`config.mk`:
```
export PLATFORM = sky130hd
export DESIGN_NAME = ex_wb_stage
export DESIGN_NICKNAME = d
export VERILOG_FILES = /design/src/rtl/ex_wb_stage.sv
export SDC_FILE = /design/constraint.sdc
export NUM_CORES = 1
export LEC_CHECK = 0
export ABC_AREA = 0
export ABC_CLOCK_PERIOD_IN_PS = 800
export BUFFER_PORTS_ARGS = -buffer_cell sky130_fd_sc_hd__buf_2
export CORE_MARGIN = 3
export CORE_UTILIZATION = 30
export DETAILED_ROUTE_END_ITERATION = 8
export PLACE_DENSITY_LB_ADDON = 0.05
export SETUP_SLACK_MARGIN = 0.02
export SYNTH_ARGS = -nofsm -noshare
export SYNTH_HDL_FRONTEND = slang
export SYNTH_SLANG_ARGS = --single-unit
```
`constraint.sdc`:
```
create_clock -name clk -period 0.8 [get_ports clk]
set_input_delay 0.08 -clock clk [delete_from_list [all_inputs] [get_ports clk]]
set_output_delay 0.08 -clock clk [all_outputs]
set_load 0.02 [all_outputs]
```
`src/rtl/ex_wb_stage.sv`:
```
// Execute stage and EX/WB pipeline register for the 8-bit, 4-stage pipeline.
// Define EX_MUL_EN to build the multi-cycle shift-add multiplier and its upstream stall.
module ex_wb_stage (
   input  logic       clk,
   input  logic       reset,
   input  logic [7:0] PC_EX,
   input  logic       RegWrite_EX,
   input  logic [3:0] ALU_Operation_EX,
   input  logic [7:0] Read_Data_EX,
   input  logic [7:0] Imm_Data_EX,
   input  logic [7:0] Sht_Data_EX,
   input  logic [2:0] Write_Reg_EX,
   input  logic [1:0] opcode_EX,
   output logic       stall_EX,
   output logic       RegWrite_WB,
   output logic [2:0] Write_Reg_WB,
   output logic [7:0] Write_Data_WB,
   output logic [7:0] PC_WB
);

   logic [2:0] sht;
   logic [7:0] result;
   logic       is_alu;
   logic       unused_sht;

   assign sht        = Sht_Data_EX[2:0];
   assign is_alu     = ~opcode_EX[1];
   assign unused_sht = ^Sht_Data_EX[7:3];

   always_comb begin
      result = 8'h00;
      if (opcode_EX == 2'b10) begin
         result = PC_EX + 8'd1;
      end else if (is_alu) begin
         case (ALU_Operation_EX)
            4'b0000: result = Read_Data_EX + Imm_Data_EX;
            4'b0001: result = Read_Data_EX - Imm_Data_EX;
            4'b0010: result = Read_Data_EX & Imm_Data_EX;
            4'b0011: result = Read_Data_EX | Imm_Data_EX;
            4'b0100: result = Read_Data_EX ^ Imm_Data_EX;
            4'b0101: result = ~Read_Data_EX;
            4'b0110: result = Read_Data_EX << sht;
            4'b0111: result = Read_Data_EX >> sht;
            4'b1000: result = 8'($signed(Read_Data_EX) >>> sht);
            4'b1001: result = Imm_Data_EX;
            default: result = 8'h00;
         endcase
      end
   end

`ifdef EX_MUL_EN
   // state | meaning
   // IDLE  | no multiply pending; a presented MUL is loaded here
   // MUL   | one shift-add step per cycle, 8 steps
   // DONE  | product ready; EX/WB captures it with the held MUL's fields
   typedef enum logic [1:0] {IDLE, MUL, DONE} mul_state_t;

   mul_state_t state;
   logic [2:0] count;
   logic [7:0] a_q;
   logic [7:0] b_q;
   logic [7:0] acc;
   logic       is_mul;

   assign is_mul = is_alu && (ALU_Operation_EX == 4'b1010);
   // Gated by reset so the freeze drops at once even with a MUL still held on the inputs.
   assign stall_EX = reset && (((state == IDLE) && is_mul) || (state == MUL));

   always_ff @(posedge clk or negedge reset) begin
      if (!reset) begin
         state <= IDLE;
         count <= 3'd0;
         a_q   <= 8'h00;
         b_q   <= 8'h00;
         acc   <= 8'h00;
      end else begin
         case (state)
            IDLE: begin
               if (is_mul) begin
                  a_q   <= Read_Data_EX;
                  b_q   <= Imm_Data_EX;
                  acc   <= 8'h00;
                  count <= 3'd0;
                  state <= MUL;
               end
            end
            MUL: begin
               if (b_q[0]) acc <= acc + a_q;
               a_q   <= a_q << 1;
               b_q   <= b_q >> 1;
               count <= count + 3'd1;
               if (count == 3'd7) state <= DONE;
            end
            DONE:    state <= IDLE;
            default: state <= IDLE;
         endcase
      end
   end
`else
   assign stall_EX = 1'b0;
`endif

   always_ff @(posedge clk or negedge reset) begin
      if (!reset) begin
         RegWrite_WB   <= 1'b0;
         Write_Reg_WB  <= 3'd0;
         Write_Data_WB <= 8'h00;
         PC_WB         <= 8'h00;
      end else if (stall_EX) begin
         RegWrite_WB   <= 1'b0;
         Write_Reg_WB  <= 3'd0;
         Write_Data_WB <= 8'h00;
         PC_WB         <= 8'h00;
`ifdef EX_MUL_EN
      end else if (state == DONE) begin
         RegWrite_WB   <= RegWrite_EX;
         Write_Reg_WB  <= Write_Reg_EX;
         Write_Data_WB <= acc;
         PC_WB         <= PC_EX;
`endif
      end else begin
         RegWrite_WB   <= RegWrite_EX && (opcode_EX != 2'b11);
         Write_Reg_WB  <= Write_Reg_EX;
         Write_Data_WB <= result;
         PC_WB         <= PC_EX;
      end
   end

endmodule
```
==> results of run 1 <==
cell families after synthesis:
logic type | count (synthesis)
mux | 15
fa+ha+maj | 26
simple gates | 80
other cells | 1
compound gates | 89
buf+inv | 41
xor+xnor | 17
flops | 20
registers in the layout, summed over array words and instances (netlist names):
name and cells:
PC_WB 8, Write_Data_WB 8, RegWrite_WB 1, Write_Reg_WB 3
area by class of cell:
class | instances | share of cell area (%)
multi-input cells | 228 | 47.95
repair buffers | 181 | 33.70
flip-flops and latches | 20 | 11.86
well taps | 102 | 3.023
inverters | 20 | 1.778
clock buffers | 3 | 0.9781
clock inverters | 1 | 0.7113
worst max path at each step:
stage                             start               end  slack, ns  depth (start not counted)
floorplan           ALU_Operation_EX[0]  Write_Data_WB[6]      -1.43                         12
global placement    ALU_Operation_EX[1]  Write_Data_WB[6]      -1.58                         11
detailed placement  ALU_Operation_EX[1]  Write_Data_WB[6]      -1.63                         11
CTS                 ALU_Operation_EX[1]  Write_Data_WB[6]      -1.18                         11
global route        ALU_Operation_EX[1]  Write_Data_WB[6]      -1.30                         11
finish              ALU_Operation_EX[1]  Write_Data_WB[6]      -1.24                         11
power groups by stage:
stage | logic [uW] | clock network [uW] | registers, uW
finish | 2410 | 1010 | 1120
floorplan | 964 | 0 | 1220
global placement | 2000 | 0 | 1120
global route | 2630 | 1090 | 1130
CTS | 2330 | 1040 | 1120
detailed placement | 2000 | 0 | 1130
layer usage:
metal,up-vias,share of wire (%)
met5,-,0
met4,0,1.4
met3,13,5.8
met2,77,46
met1,1304,47
li1,1400,-
per-stage QoR:
stage	total power (uW)	cell area, um^2	cells	util, %	setup TNS, ns
floorplan	2185	2577	289	-	-9.568
global placement	3124	3677	538	46.15	-11.14
detailed placement	3122	3677	538	46.15	-11.28
CTS	4495	4149	553	52.07	-9.399
global route	4844	4222	555	52.98	-10.58
finish	4546	4222	555	52.98	-9.444
worst max-delay path, stage by stage:
cell and delay, ns:
buf_6 0.09, and2b_1 0.21, and2_4 0.19, mux2_4 0.32
fa_2 0.38, nor2b_4 0.15, nor3_2 0.07, o21bai_1 0.14
a21oi_1 0.09, xnor2_1 0.14, a221o_1 0.32
repair_timing:
| item | in CTS | in global routing |
|---|---|---|
| hold buffers | 5 | 0 |
| endpoints found under the hold margin | 24 | 0 |
| setup endpoints to repair | 28 | 28 |
| buffers inserted | 6 | 2 |
| resized for setup | 80 | 12 |
| pin swaps | 20 | 15 |
layout by cell type, fill, tap and decap left out, types with 3 or more instances in the layout:
cell type,Yosys,routed
inv_1,20,19
mux4_2,9,9
o22a_1,3,3
buf_6,4,29
nor2_1,16,14
o22ai_1,5,4
dlygate4sd3_1,0,5
o21a_1,4,4
a21oi_1,18,15
nand2b_1,5,4
nor3_1,8,6
xnor2_1,14,13
o211ai_1,4,4
nand2_1,19,19
ha_1,25,23
a2bb2oi_1,4,3
a22oi_1,4,4
a31oi_1,5,4
xor2_1,3,3
buf_4,2,110
mux2i_1,4,4
clkbuf_8,0,3
nor2b_1,7,4
o21ai_2,1,4
dfrtp_1,20,20
nand3_1,5,5
buf_2,12,34
o21ai_1,1,4
o21ai_0,14,8
==> flow_summary.json, run 1 <==
{
  "crit_arrival_ns": 2.19,
  "drive_gt1_share_pct": 49.45,
  "drc": 0,
  "diodes": 0,
  "muxShareOfSynthArea_pct": 10.44,
  "worst_slack_ns": -1.242,
  "rows": 32,
  "powerDensity_nw_per_um2": 1077,
  "grt_usage_pct": 19.44,
  "avgSynthCellArea_um2": 8.789,
  "dp_slack_ns": -1.630,
  "cellLeakagePower_uw": 0.001991,
  "seq_area_frac_synth_pct": 19.70,
  "ys.warnings.count": 0,
  "cts_buffers": 3,
  "drt-pass1-iter-count": 6,
  "crit_type": "in2reg",
  "min_path_cells": 2,
  "seq_area_um2": 500.5,
  "hold_slack_ns": 0.03617,
  "drv_cap": 0,
  "yosysUniqueCellTypes": 67,
  "multi_input_area_um2": 2024,
  "whs_endpoint": "PC_WB[1]",
  "finalSetupViolCount": 28,
  "tritoncts": "done",
  "syn_nets": 359,
  "synth-main-ff-cell": "dfrtp_1",
  "area_growth_pct": 66.21,
  "pwr-share-clk_pct": 22.3,
  "rsz0062_at_grt": "yes",
  "gp_congestion": 0.8618,
  "syn_inst": 289,
  "core-area_um2": 7968,
  "slew_violations": 0,
  "async_reset_ff_share_pct": 100.0,
  "clk_root_buffer_cell": "clkbuf_8",
  "cp-start-kind": "input pin",
  "switchingPower_uw": 1512,
  "via_per_inst": 5.034,
  "seqPwrFrac_pct": 24.7,
  "grt_pass1_wl_um": 15220,
  "worstHoldStart": "PC_EX[1]",
  "synth-seq-cells": 20,
  "yosys.area_share.adder_pct": 13.10,
  "vias": 2794,
  "violations": "negative setup slack",
  "finalHoldViolations": 0,
  "antenna_found_initial": 0,
  "p_comb_share_pct": 53.0,
  "overflow": 0,
  "min_period_over_period_pct": 255.2,
  "routedWlPerCell_um": 16.53,
  "synth_compound_area_share_pct": 25.12,
  "path_max_fanout": 4,
  "yosys-top-cells-area": "dfrtp_1, ha_1, mux4_2",
  "min_period_ns": 2.042,
  "h-tree-depth": 1,
  "ys_top_cells_by_count": "ha_1, dfrtp_1, inv_1",
  "yosysTopAreaCellShare_pct": 19.70,
  "synth_area_um2": 2540,
  "clock_path_buffers": 2,
  "grt_use_met1_pct": 28.74,
  "status": "complete, but fails checks",
  "synth_top_cell_by_area": "dfrtp_1",
  "hpwl_um": 7393,
  "postRouteAntennaNets": 0,
  "synth-edff-count": 0,
  "vdd.ir_drop.worst_uv": 688.3,
  "synth_xor_area_share_pct": 5.862,
  "final_nets": 524,
  "p_int_uw": 3034,
  "io_buffer_count": 58,
  "yosysMostFrequentCell": "ha_1",
  "clock_sinks": 20,
  "dieWidth_um": 98.02,
  "dieArea_um2": 9607,
  "clock.fmax_ghz": 0.4898,
  "p_sw_share_pct": 33.27,
  "yosys.area_share.simple_pct": 17.44,
  "fillCellCount": 748,
  "gr-usage-met2_pct": 30.79,
  "clk_pin_slew_ns": 0.07,
  "endpoint_kind": "flop",
  "grt_start_max_net_pins": 21,
  "wl_um": 9175,
  "use_met3_pct": 2.286,
  "hold_class": "in2reg",
  "first_global_vias": 2856,
  "synth_top_family_by_area": "compound AO/OA/AOI/OAI gates",
  "top_usage_layer": "met2",
  "io_pins": 65,
  "die_y_um": 98.02,
  "drt_iter0_drc": 158,
  "required_ns": 0.95,
  "initial_core_util_pct": 31.88
}
Note: power is estimated with default switching activity, not from simulation.
==> run 2: changes to the inputs <==
Settings changed: CORE_UTILIZATION 30 to 45.
==> flow_summary.json, run 2 (synthesized netlist as in run 1, its figures left out) <==
{
  "cellLeakagePower_uw": 0.001959,
  "final_common_cell": "buf_4",
  "cts_buffers": 3,
  "clock.fmax_ghz": 0.4596,
  "clock_path_buffers": 2,
  "area_growth_pct": 64.24,
  "routedWlPerCell_um": 18.49,
  "tritoncts": "done",
  "gp_congestion": 0.8812,
  "drt_iter0_drc": 167,
  "clock_sinks": 20,
  "finalHoldViolations": 0,
  "powerDensity_nw_per_um2": 1093,
  "grt_usage_pct": 28.85,
  "slew_violations": 0,
  "drt-pass1-iter-count": 6,
  "finalSetupViolCount": 28,
  "dieArea_um2": 6582,
  "required_ns": 0.95,
  "layout_common_cells": "buf_4, buf_6, buf_2, ha_1, dfrtp_1",
  "dp_slack_ns": -1.618,
  "drc": 0,
  "hold_class": "in2reg",
  "dieWidth_um": 81.13,
  "min_period_over_period_pct": 272.0,
  "final_nets": 515,
  "violations": "negative setup slack",
  "path_max_fanout": 5,
  "drv_cap": 0,
  "die_y_um": 81.13,
  "clk_pin_slew_ns": 0.08,
  "diodes": 0,
  "rsz0062_at_grt": "yes",
  "clk_root_buffer_cell": "clkbuf_8",
  "rows": 26,
  "first_global_vias": 2869,
  "crit_arrival_ns": 2.32,
  "postRouteAntennaNets": 0,
  "cp-start-kind": "input pin",
  "vdd.ir_drop.worst_uv": 1086,
  "hpwl_um": 6762,
  "worst_slack_ns": -1.376,
  "grt_start_max_net_pins": 21,
  "io_buffer_count": 58,
  "via_per_inst": 5.718,
  "tns_ns": -9.009,
  "h-tree-depth": 1,
  "core-area_um2": 5270,
  "wl_um": 9504,
  "drive_gt1_share_pct": 50.00,
  "antenna_found_initial": 0,
  "io_pins": 65,
  "finalCoreUtilization_pct": 79.15,
  "grt_pass1_wl_um": 14550,
  "status": "complete, but fails checks",
  "crit_type": "in2reg",
  "endpoint_kind": "flop",
  "reg.largest.list": "PC_WB (8), Write_Data_WB (8), Write_Reg_WB (3)",
  "hold_slack_ns": 0.03733,
  "min_period_ns": 2.176,
  "overflow": 0,
  "vias": 2939,
  "initial_core_util_pct": 48.20
}
[run 2: cell count changes in the layout (fill, tap and decap cells not counted), moves of 2 or more]
cell / change
buf_4: -14
buf_6: +9
buf_2: -2
ha_1: -2
nor2_1: -2
nor2_2: +2
[run 2: final cells by class]
type | instances | area [um^2]
fillers | 362 | 1099
inverters | 20 | 75.07
clock inverters | 1 | 30.03
flip-flops and latches | 20 | 500.5
multi-input cells | 228 | 2053
repair buffers | 172 | 1384
well taps | 70 | 87.58
clock buffers | 3 | 41.29
[run 2: layer usage]
| metal | routed length [um] | global-route usage [%] |
|---|---|---|
| met5 | 0 | 0 |
| met4 | 265 | 6.926 |
| met3 | 597 | 2.328 |
| met2 | 4689 | 49.92 |
| met1 | 3952 | 38.88 |
[run 2: power breakdown]
group / internal, uW / leakage, uW / switching (uW)
Clock: 668 / 0.0000357 / 340
Combinational: 1260 / 0.00168 / 1170
Sequential: 1080 / 0.000245 / 40.5
[run 2: through the flow]
step / total power [uW] / std cells / instance area [um^2]
2_1_floorplan: 2185 / 289 / 2577
3_3_place_gp: 2986 / 495 / 3542
3_5_place_dp: 3021 / 495 / 3542
4_1_cts: 4378 / 512 / 4054
5_1_grt: 4799 / 514 / 4172
6_report: 4561 / 514 / 4172
[run 2: worst max-delay path: stages]
cell,delay [ns]
buf_6,0.09
and2b_1,0.19
and2_4,0.20
nor2_2,0.06
xnor2_1,0.17
ha_1,0.29
nor2b_4,0.15
nor3_2,0.30
o21bai_1,0.14
a21oi_1,0.21
xnor2_1,0.11
a221o_1,0.33
[run 2: worst paths after layout]
kind                                     start               end  slack [ns]  cells past startpoint
setup / recovery           ALU_Operation_EX[1]  Write_Data_WB[6]       -1.38                     12
hold / removal                        PC_EX[6]          PC_WB[6]        0.04                      2
max in group asynchronous                reset  Write_Data_WB[1]        0.17                      2
min in group asynchronous                reset  Write_Data_WB[3]        0.31                      2
[run 2: repair_timing]
action	in CTS	in global routing
gates cloned	1	0
buffers inserted	8	2
pin swaps	14	16
resized for setup	89	19
hold buffers	4	0
hold endpoints to repair	23	0
endpoints found under the setup margin	28	28
==> run 3: changes to the inputs <==
Settings changed: CAP_MARGIN from default to 10, RECOVER_POWER from default to 25.
==> flow_summary.json, run 3 (synthesized netlist as in run 1, its figures left out) <==
{
  "postRouteAntennaNets": 0,
  "crit_arrival_ns": 2.32,
  "cp-start-kind": "input pin",
  "rows": 26,
  "wl_um": 9516,
  "required_ns": 0.95,
  "crit_path_top_delay_cell": "a221o_1",
  "min_path_cells": 2,
  "path_max_fanout": 5,
  "final_nets": 515,
  "drv_cap": 0,
  "first_global_vias": 2869,
  "min_period_over_period_pct": 271.4,
  "endpoint_kind": "flop",
  "fillCellCount": 371,
  "core-area_um2": 5270,
  "min_period_ns": 2.171,
  "tritoncts": "done",
  "antenna_found_initial": 0,
  "h-tree-depth": 1,
  "drt_iter0_drc": 185,
  "path_buf_inv": 1,
  "slew_violations": 0,
  "crit_cells": 12,
  "drive_gt1_share_pct": 48.42,
  "grt_pass1_wl_um": 14550,
  "clock.fmax_ghz": 0.4606,
  "hold_class": "in2reg",
  "drc": 0,
  "violations": "negative setup slack",
  "finalSetupViolCount": 28,
  "reg.largest.list": "PC_WB (8), Write_Data_WB (8), Write_Reg_WB (3)",
  "clock_path_buffers": 2,
  "diodes": 0,
  "rsz0062_at_grt": "yes",
  "area_growth_pct": 63.20,
  "drt-pass1-iter-count": 8,
  "status": "complete, but fails checks",
  "via_per_inst": 5.708,
  "timing.critical_path.mode_cell": "xnor2_1",
  "dp_slack_ns": -1.618,
  "io_pins": 65,
  "clk_pin_slew_ns": 0.08,
  "hold_slack_ns": 0.06337,
  "tns_ns": -8.987,
  "initial_core_util_pct": 48.20,
  "grt_start_max_net_pins": 21,
  "crit_chain": "buf_6 -> and2b_1 -> and2_4 -> nor2_2 -> xnor2_1 -> ha_1 -> nor2b_4 -> nor3_2 -> o21bai_1 -> a21oi_1 -> xnor2_1 -> a221o_1",
  "gp_congestion": 0.8812,
  "clock_sinks": 20,
  "finalCoreUtilization_pct": 78.66,
  "vdd.ir_drop.worst_uv": 1075,
  "final_common_cell": "buf_4",
  "cts_buffers": 3,
  "dieArea_um2": 6582,
  "routedWlPerCell_um": 18.51,
  "clk_root_buffer_cell": "clkbuf_8",
  "worst_slack_ns": -1.371,
  "critPathMaxStageDelay_ns": 0.33,
  "layout_common_cells": "buf_4, buf_6, buf_2, ha_1, dfrtp_1",
  "crit_type": "in2reg",
  "powerDensity_nw_per_um2": 1097,
  "io_buffer_count": 58,
  "overflow": 0,
  "die_y_um": 81.13,
  "vias": 2934,
  "dieWidth_um": 81.13,
  "cellLeakagePower_uw": 0.001933,
  "grt_usage_pct": 28.85,
  "crit_family": "simple AND/OR/NAND/NOR gates",
  "finalHoldViolations": 0,
  "hpwl_um": 6762
}
[run 3: final cells by class]
type	instances	area (um^2)	share of cell area, %
flip-flops and latches	20	500.5	12.07
clock buffers	3	41.29	0.9961
inverters	20	75.07	1.811
well taps	70	87.58	2.113
repair buffers	172	1358	32.75
clock inverters	1	30.03	0.7244
multi-input cells	228	2053	49.53
[run 3: final timing paths]
| check | start | endpoint | slack (ns) |
|---|---|---|---|
| worst max-delay path | ALU_Operation_EX[1] | Write_Data_WB[6] | -1.37 |
| worst min-delay path | PC_EX[1] | PC_WB[1] | 0.06 |
| max in group asynchronous | reset | Write_Data_WB[1] | 0.16 |
| min in group asynchronous | reset | Write_Data_WB[3] | 0.32 |
[run 3: where the power goes]
group	switching [uW]	total, uW	internal, uW
clock	341	1010	668
combinational	1170	2410	1240
sequential	40.4	1120	1080
total	1550	4550	2990
[run 3: per-stage QoR]
step,total power [uW],instance area (um^2),cells
after floorplan,2185,2577,289
after global placement,2986,3542,495
after detailed placement,3021,3542,495
after CTS,4378,4054,512
after global routing,4783,4145,514
final,4546,4145,514
[run 3: metal layers]
metal | up-vias | share of wire, % | global-route usage, %
met4 | 0 | 2.6 | 6.926
met5 | - | 0 | 0
li1 | 1389 | - | -
met2 | 137 | 49 | 49.92
met1 | 1383 | 43 | 38.88
met3 | 25 | 5.7 | 2.328
[run 3: what timing repair did]
item                                    in CTS  in global routing
hold buffers                                 4                  0
pin swaps                                   14                 16
cloned                                       1                  0
resized for setup                           89                 19
endpoints found under the setup margin      28                 28
endpoints found under the hold margin       23                  0
buffers inserted                             8                  2
